### src/rtl/life_pkg.sv
// life_pkg
// Shared definitions for the life generation step controller:
//   state_t     - step-controller FSM state encoding
//   tick_period - clk cycles per generation tick for a given speed setting
package life_pkg;

  typedef enum logic [1:0] {
    ST_PAUSE = 2'd0,  // idle, waiting for run or a single-step request
    ST_RUN   = 2'd1,  // free-running, waiting for the next tick
    ST_ARMED = 2'd2   // one step pending, waiting for a frame
  } state_t;

  // Each speed increment halves the tick period.
  function automatic logic [31:0] tick_period(input logic [31:0] clk_hz,
                                              input logic [31:0] speed);
    return clk_hz >> speed;
  endfunction

endpackage

### src/rtl/life_tick_div.sv
// life_tick_div
// Generation tick divider. Counts 0..(CLK_HZ>>speed)-1 while enabled and
// flags the terminal count as a tick, wrapping back to 0.
// Ports:
//   clk    - system clock
//   reset  - asynchronous active-high reset
//   clear  - synchronous counter clear (wins over enable)
//   enable - count enable
//   speed  - speed select, period = CLK_HZ >> speed
//   tick   - high during the cycle the counter sits at its terminal count
module life_tick_div
  import life_pkg::*;
#(
  parameter int unsigned CLK_HZ  = 100000000,
  parameter int          SPEED_W = 2
) (
  input  logic               clk,
  input  logic               reset,
  input  logic               clear,
  input  logic               enable,
  input  logic [SPEED_W-1:0] speed,
  output logic               tick
);

  localparam int CNT_W = (CLK_HZ > 1) ? $clog2(CLK_HZ) : 1;

  logic [CNT_W-1:0] r_cnt;
  logic [31:0]      w_period;
  logic [CNT_W-1:0] w_term;

  always_comb begin
    w_period = tick_period(32'(CLK_HZ), 32'(speed));
    // A speed larger than log2(CLK_HZ) would give a zero period; tick every cycle instead.
    if (w_period == 32'd0) begin
      w_period = 32'd1;
    end
    w_term = CNT_W'(w_period - 32'd1);
  end

  assign tick = enable && !clear && (r_cnt == w_term);

  always_ff @(posedge clk or posedge reset) begin
    if (reset) begin
      r_cnt <= '0;
    end else if (clear) begin
      r_cnt <= '0;
    end else if (enable) begin
      r_cnt <= (r_cnt == w_term) ? '0 : r_cnt + CNT_W'(1);
    end
  end

endmodule

### src/rtl/life_step_ctrl.sv
// life_step_ctrl
// Decides when the life arrays advance one generation. Steps come either from
// a free-running tick (run=1) or a single-step request (paused), and are
// always released on a video frame boundary while no cell edit is active.
// Ports:
//   clk       - system clock (rising edge)
//   reset     - asynchronous active-high reset
//   run       - level, free-running mode
//   single    - single-step request, rising-edge detected, honoured when paused
//   speed     - tick period = CLK_HZ >> speed
//   frame     - one-cycle frame start pulse
//   write_enb - cell edit in progress, holds off the step
//   step      - one-cycle generation advance pulse
//   armed     - a step is pending a frame
//   gen_count - generations issued (wrapping)
//   overrun   - sticky, a tick arrived while a step was already pending
module life_step_ctrl
  import life_pkg::*;
#(
  parameter int unsigned CLK_HZ  = 100000000,
  parameter int          GEN_W   = 16,
  parameter int          SPEED_W = 2
) (
  input  logic               clk,
  input  logic               reset,
  input  logic               run,
  input  logic               single,
  input  logic [SPEED_W-1:0] speed,
  input  logic               frame,
  input  logic               write_enb,
  output logic               step,
  output logic               armed,
  output logic [GEN_W-1:0]   gen_count,
  output logic               overrun
);

  state_t             r_state;
  state_t             w_state_next;
  logic               w_step_next;
  logic               r_single_prev;
  logic [SPEED_W-1:0] r_speed_prev;
  logic               w_single_rise;
  logic               w_tick;
  logic               w_tick_clear;
  logic               w_tick_en;
  logic               r_step;
  logic               r_armed;
  logic [GEN_W-1:0]   r_gen;
  logic               r_overrun;

  assign w_single_rise = single && !r_single_prev;

  // Restart the period whenever free-running stops or the speed changes, so a
  // new speed always yields a full new period before its first tick.
  assign w_tick_clear = !run || (speed != r_speed_prev);
  // The divider keeps counting while a step is pending so that a too-slow
  // frame/edit release shows up as an overrun.
  assign w_tick_en    = (r_state != ST_PAUSE);

  life_tick_div #(
    .CLK_HZ  (CLK_HZ),
    .SPEED_W (SPEED_W)
  ) u_tick_div (
    .clk    (clk),
    .reset  (reset),
    .clear  (w_tick_clear),
    .enable (w_tick_en),
    .speed  (speed),
    .tick   (w_tick)
  );

  always_comb begin
    w_state_next = r_state;
    w_step_next  = 1'b0;
    case (r_state)
      ST_PAUSE: begin
        if (w_single_rise) begin
          w_state_next = ST_ARMED;
        end else if (run) begin
          w_state_next = ST_RUN;
        end
      end
      ST_RUN: begin
        if (!run) begin
          w_state_next = ST_PAUSE;
        end else if (w_tick) begin
          w_state_next = ST_ARMED;
        end
      end
      ST_ARMED: begin
        // run is only consulted on release: dropping it never cancels a pending step.
        if (frame && !write_enb) begin
          w_step_next  = 1'b1;
          w_state_next = run ? ST_RUN : ST_PAUSE;
        end
      end
      default: begin
        w_state_next = ST_PAUSE;
      end
    endcase
  end

  always_ff @(posedge clk or posedge reset) begin
    if (reset) begin
      r_state       <= ST_PAUSE;
      r_single_prev <= 1'b0;
      r_speed_prev  <= '0;
      r_step        <= 1'b0;
      r_armed       <= 1'b0;
      r_gen         <= '0;
      r_overrun     <= 1'b0;
    end else begin
      r_state       <= w_state_next;
      r_single_prev <= single;
      r_speed_prev  <= speed;
      r_step        <= w_step_next;
      r_armed       <= (w_state_next == ST_ARMED);
      if (w_step_next) begin
        r_gen <= r_gen + GEN_W'(1);
      end
      if ((r_state == ST_ARMED) && w_tick) begin
        r_overrun <= 1'b1;
      end
    end
  end

  assign step      = r_step;
  assign armed     = r_armed;
  assign gen_count = r_gen;
  assign overrun   = r_overrun;

endmodule
### config.mk
export PLATFORM = sky130hd
export DESIGN_NAME = life_step_ctrl
export DESIGN_NICKNAME = d
export VERILOG_FILES = /design/src/rtl/life_pkg.sv /design/src/rtl/life_tick_div.sv /design/src/rtl/life_step_ctrl.sv
export SDC_FILE = /design/constraint.sdc
export NUM_CORES = 1
export LEC_CHECK = 0
export BUFFER_PORTS_ARGS = -buffer_cell sky130_fd_sc_hd__buf_2
export CAP_MARGIN = 15
export CORE_UTILIZATION = 50
export DETAILED_ROUTE_END_ITERATION = 7
export PLACE_DENSITY = 0.74
export SLEW_MARGIN = 20
export SYNTH_ARGS = -nofsm -noshare
export SYNTH_HDL_FRONTEND = slang
export SYNTH_HIERARCHICAL = 1
export SYNTH_SLANG_ARGS = --single-unit
### constraint.sdc
create_clock -name clk -period 2.2 [get_ports clk]
set_input_delay 0.11 -clock clk [delete_from_list [all_inputs] [get_ports clk]]
set_output_delay 0.11 -clock clk [all_outputs]
set_load 0.01 [all_outputs]
Word level (Yosys, flattened, before mapping)
Index checks and enable logic that the tools add are counted.
- flip-flop bits (word level): 51
- latch bits: 0
- RAM bits: 0
- ROM bits: 0
- output and inout bits: 19
- word-level logic and storage cells: 44
- memories kept: 0
- add/sub/neg operators: 3
- $mul: 0
- divide/modulo/power cells: 0
- magnitude comparators: 0
- equal/unequal tests: 5
- shift-type cells: 1
- multiplexer cells: 13
- bitwise gates (word level): 0
- reductions and logical operators: 14
- operators by type and width (kind ; number):
    two-way mux 27 bit ; 4
    zero test 32 bit ; 1
    right shift 27 x 2 -> 32 bit (first input constant) ; 1
    adder 27 x 1 -> 27 bit (second input constant) ; 1
    == test 27 bit ; 1
    subtractor 27 x 1 -> 27 bit (second input constant) ; 1
    adder 16 x 1 -> 16 bit (second input constant) ; 1
    two-way mux 2 bit ; 5
    case mux 2 bit (3 select lines) ; 1
    logical AND 1 bit ; 5
    == test 2 bit (second input constant) ; 2
    zero test 1 bit ; 4
    nonzero test 2 bit ; 2
    two-way mux 1 bit ; 3
    == test 2 x 1 -> 1 bit (second input constant) ; 1
    zero test 2 bit ; 1
    inequality test 2 bit ; 1
    logical OR 1 bit ; 1

Longest topological paths before layout
- word-level depth: 10
- gate-level depth with buffers: 9
- depth with buffers taken out: 8

Cells and area by module
Netlist, hierarchy kept.
- by module, submodules not included (module ; times used ; cells an instance ; area an instance (sq um) ; sequential area each (sq um)):
    life_tick_div ; 1 ; 223 ; 1896.8 ; 675.6
    life_step_ctrl ; 1 ; 81 ; 1016.0 ; 600.6

Worst setup path before layout
No wires, ideal clock.
- kind: register to register
- from: reg u_tick_div.r_cnt[15]
- to: reg r_state[0]
- library setup time: 0.119 ns
- arrival: 1.892 ns
- required time: 2.081 ns
- slack: 0.190 ns
- stages on the path, launching flop included: 6
- buffers on the path: 0
- period minus slack after synthesis: 2.010 ns
- path through: dfrtp_1 or4b_1 a22o_1 nor4_1 a211oi_1 o21a_1
- longest elaborated chain between the ends: 5
- ends and longest elaborated chain (what ; RTL line ; source):
    start, declared ; life_tick_div.sv:27 ; logic [CNT_W-1:0] r_cnt;
    start signal, assigned ; life_tick_div.sv:48 ; r_cnt <= (r_cnt == w_term) ? '0 : r_cnt + CNT_W'(1);
    == test 27 bit ; life_tick_div.sv:40 ; assign tick = enable && !clear && (r_cnt == w_term);
    logical AND 1 bit ; life_tick_div.sv:40 ;
    named net w_tick ; life_step_ctrl.sv:43 ; logic w_tick;
    two-way mux 2 bit ; life_step_ctrl.sv:86 ; end else if (w_tick) begin
    two-way mux 2 bit ; life_step_ctrl.sv:84 ; if (!run) begin
    case mux 2 bit (3 select lines) ; life_step_ctrl.sv:75 ; case (r_state)
    named net w_state_next[0] ; life_step_ctrl.sv:38 ; state_t w_state_next;
    end signal, assigned ; life_step_ctrl.sv:113 ; r_state <= w_state_next;
    end, declared ; life_step_ctrl.sv:37 ; state_t r_state;
The timed path passes the listed nets, and every way through them passes these cells.
A chain may end at the register's enable or synchronous reset.

Worst setup path after layout
- from: reg u_tick_div.r_cnt[12]
- to: reg u_tick_div.r_cnt[21]
- longest elaborated chain between the ends: 4
- elaborated cells on any way between the ends: 5
- ends and longest elaborated chain (what ; RTL line ; source):
    adder 27 x 1 -> 27 bit or == test 27 bit (tied branches) ; life_tick_div.sv:48 ;
    two-way mux 27 bit * ; life_tick_div.sv:48 ;
    two-way mux 27 bit * ; life_tick_div.sv:47 ; end else if (enable) begin
    two-way mux 27 bit * ; life_tick_div.sv:45 ; end else if (clear) begin
Every way passes the cells marked *; elsewhere a longest branch is shown, timed or not. The select of a mux whose other input is x is not followed.

==> results.cfg <==
[run_status]
status = complete, no violations

[timing]
post-route-period-util = 0.944
worst_pin_slew_ps = 883
final-hold-violation-count = 0
fin_crit_ps = 2080
grt_setup_unrepaired = false
fin_ws_ps = 124
fin_setup_tns_ps = 0
skew_ps = 6.20
slew_violations = 0
finalSetupViolCount = 0
fmax_mhz = 482
slew-limit-headroom = 0.411

[setup_path]
required_ps = 2380
reg2reg_slack_ps = 120
r2r-start = u_tick_div/r_cnt[12]
reg2reg_depth = 6
reg2reg_to = u_tick_div/r_cnt[21]
cp_max_fo = 15
crit_type = reg2reg
arrival_ps = 2250
cp-start-kind = flop
setup.worst_path.end_class = flop

[grt]
overflow = 0
grt_pass1_wl_um = 11200
grt_util_all_layers = 0.233
grt_max_degree = 36
grt_pass1_vias = 2452
antenna_found_initial = 0

[place]
gp_congestion = 0.911
dpl_worst_slack_ps = 129
portBuffers = 26
dp_hpwl_um = 4710

[floorplanning]
die_width_um = 78.3
initial_core_util = 0.523
die_h_um = 78.3
core-area_um2 = 5570
dieArea_um2 = 6130
std_cell_rows = 27
io_pins = 27

[finish]
n_antenna_cell = 0
finalCoreUtilization = 0.601
final_cell_mix = dfrtp_1, xnor2_1, buf_2
layout_commonest_cell = dfrtp_1
drive_gt1_frac = 0.167
fin_nets = 351
area_delta_synth_final_pct = 15.1

[cts]
cts_tree = built
numClockSinks = 51
h-tree-depth = 2
clock_tree.buffer_depth = 2
cts_buffers = 5
clk_latency_ps = 310
clk_pin_slew_ps = 90
post_cts_buffers = 0
cts_root_buf = clkbuf_8

[logic_synthesis]
synth-main-ff-cell = dfrtp_1
ys.warnings.count = 6
synth_seq_cells = 51
syn-num-nets = 315
syn_area_um2 = 2910
synth_edf_count = 0
postSynthCellCount = 304
yosysSeqAreaShare = 0.438
syn_avg_cell_area_um2 = 9.58
yosysUniqueCellTypes = 53
async_reset_ff_frac = 1.00

[pwr]
swShare = 0.252
pwr-share-comb = 0.123
powerDensity_nw_per_um2 = 612
pwr-share-clk = 0.373
netSwitchingPower_mw = 0.517
p_seq_frac = 0.504
intPower_mw = 1.53
p_leak_nw = 1.38
vdd_ir_drop_max_uv = 320

[worst_hold_path]
hp-start = run
worst_hold_path.endpoint = r_state[0]
holdPathStages = 2
hold_path.class = in2reg

[drt]
viasPerCell = 5.92
dr.pass1.iters = 6
drtIter0Drc = 116
wire_per_inst_um = 15.9
routed_wl_um = 6550
dr_total_vias = 2447
ant_nets = 0
drc = 0

[job]
maxCapViolCount = 0
stage by stage:
| step | instance area [um^2] | power [mW] | hold WS (ps) | instances |
|---|---|---|---|---|
| after floorplan | 2910 | 1.21 | 125 | 304 |
| after global routing | 3350 | 2.14 | 32.6 | 413 |
| final | 3350 | 2.05 | 40.8 | 413 |
| after global placement | 3190 | 1.29 | 201 | 403 |
| after detailed placement | 3190 | 1.30 | 206 | 403 |
| after CTS | 3350 | 2.07 | 29.4 | 413 |
worst max-delay path: stages, from the launching register on:
cell       delay [ps]
dfrtp_1           420
or2b_1            240
nor4b_1           440
o2111ai_1         290
nor4b_4           320
buf_12            180
nor3_1             60
power groups by stage:
stage               clock [mW]  sequential [mW]  combinational (mW)
floorplan                    0             1.06               0.152
global placement             0             1.05               0.243
detailed placement           0             1.05               0.250
CTS                      0.788             1.03               0.253
global route             0.819             1.04               0.284
finish                   0.765             1.03               0.251
cells in the mapped netlist, types with 2 or more instances:
master	n	area (um^2)
dfrtp_1	51	1280
xnor2_1	29	254
nor3_1	24	120
nand2_1	21	78.8
nor2_1	19	71.3
nand4_1	15	93.8
nand2b_1	13	81.3
nand3_1	13	65.1
clkbuf_1	9	33.8
xor2_1	8	70.1
inv_1	7	26.3
o31ai_1	6	45.0
a31oi_1	5	31.3
and2_1	5	31.3
and3_1	5	31.3
nor4_1	5	31.3
o21ai_0	5	25.0
a21oi_1	4	20.0
nor2b_1	4	25.0
and4_1	3	26.3
buf_2	3	15.0
ha_1	3	37.5
nand3b_1	3	22.5
nor4b_1	3	26.3
o21bai_1	3	22.5
o22ai_1	3	18.8
or3_1	3	18.8
a211oi_1	2	15.0
and3b_1	2	17.5
nand4b_1	2	17.5
nor3_2	2	20.0
nor3b_1	2	15.0
or4b_1	2	20.0
cell families (layout without fill, tap and decap cells):
family                   Yosys count  after routing  synth area share
XOR/XNOR                          37             37             0.111
buffers and inverters             22             59            0.0326
flip-flops                        51             51             0.438
adder cells (fa/ha/maj)            3              3            0.0129
AO/OA/AOI/OAI                     38             38            0.0898
AND/OR/NAND/NOR                  153            153             0.315
flip-flops by register name, indices dropped and copies added (netlist names):
name              cells
gen_count            16
r_speed_prev          2
r_single_prev         1
step                  1
armed                 1
overrun               1
u_tick_div/r_cnt     27
r_state               2
cell type report:
| class | count | area [um^2] |
|---|---|---|
| Timing Repair Buffer | 43 | 275 |
| Clock buffer | 6 | 72.6 |
| Multi-Input combinational cell | 231 | 1550 |
| Fill cell | 496 | 2220 |
| Tap cell | 72 | 90.1 |
| Sequential cell | 51 | 1280 |
| Inverter | 8 | 31.3 |
| Clock inverter | 2 | 60.1 |
what timing repair did:
action,CTS,global route
setup endpoints to repair,0,1
hold buffers,2,0
hold endpoints to repair,28,0
resized for setup,0,1
routing by layer:
| layer | up-vias | wire [um] | track usage |
|---|---|---|---|
| li1 | 1166 | - | - |
| met4 | 0 | 78 | 0.0722 |
| met2 | 85 | 3340 | 0.424 |
| met3 | 8 | 380 | 0.0407 |
| met5 | - | 0 | 0 |
| met1 | 1188 | 2750 | 0.277 |
worst max-delay path by stage:
stage                              start                    to  slack (ps)  depth (start not counted)
floorplan           u_tick_div/r_cnt[15]            r_state[0]         190                          5
global placement                speed[0]   u_tick_div/r_cnt[6]         160                          9
detailed placement   u_tick_div/r_cnt[0]  u_tick_div/r_cnt[14]         130                          7
CTS                  u_tick_div/r_cnt[0]  u_tick_div/r_cnt[14]         110                          7
global route        u_tick_div/r_cnt[19]                 armed           5                          7
finish              u_tick_div/r_cnt[12]  u_tick_div/r_cnt[21]         120                          6
Power figures use the tool's default switching activity.
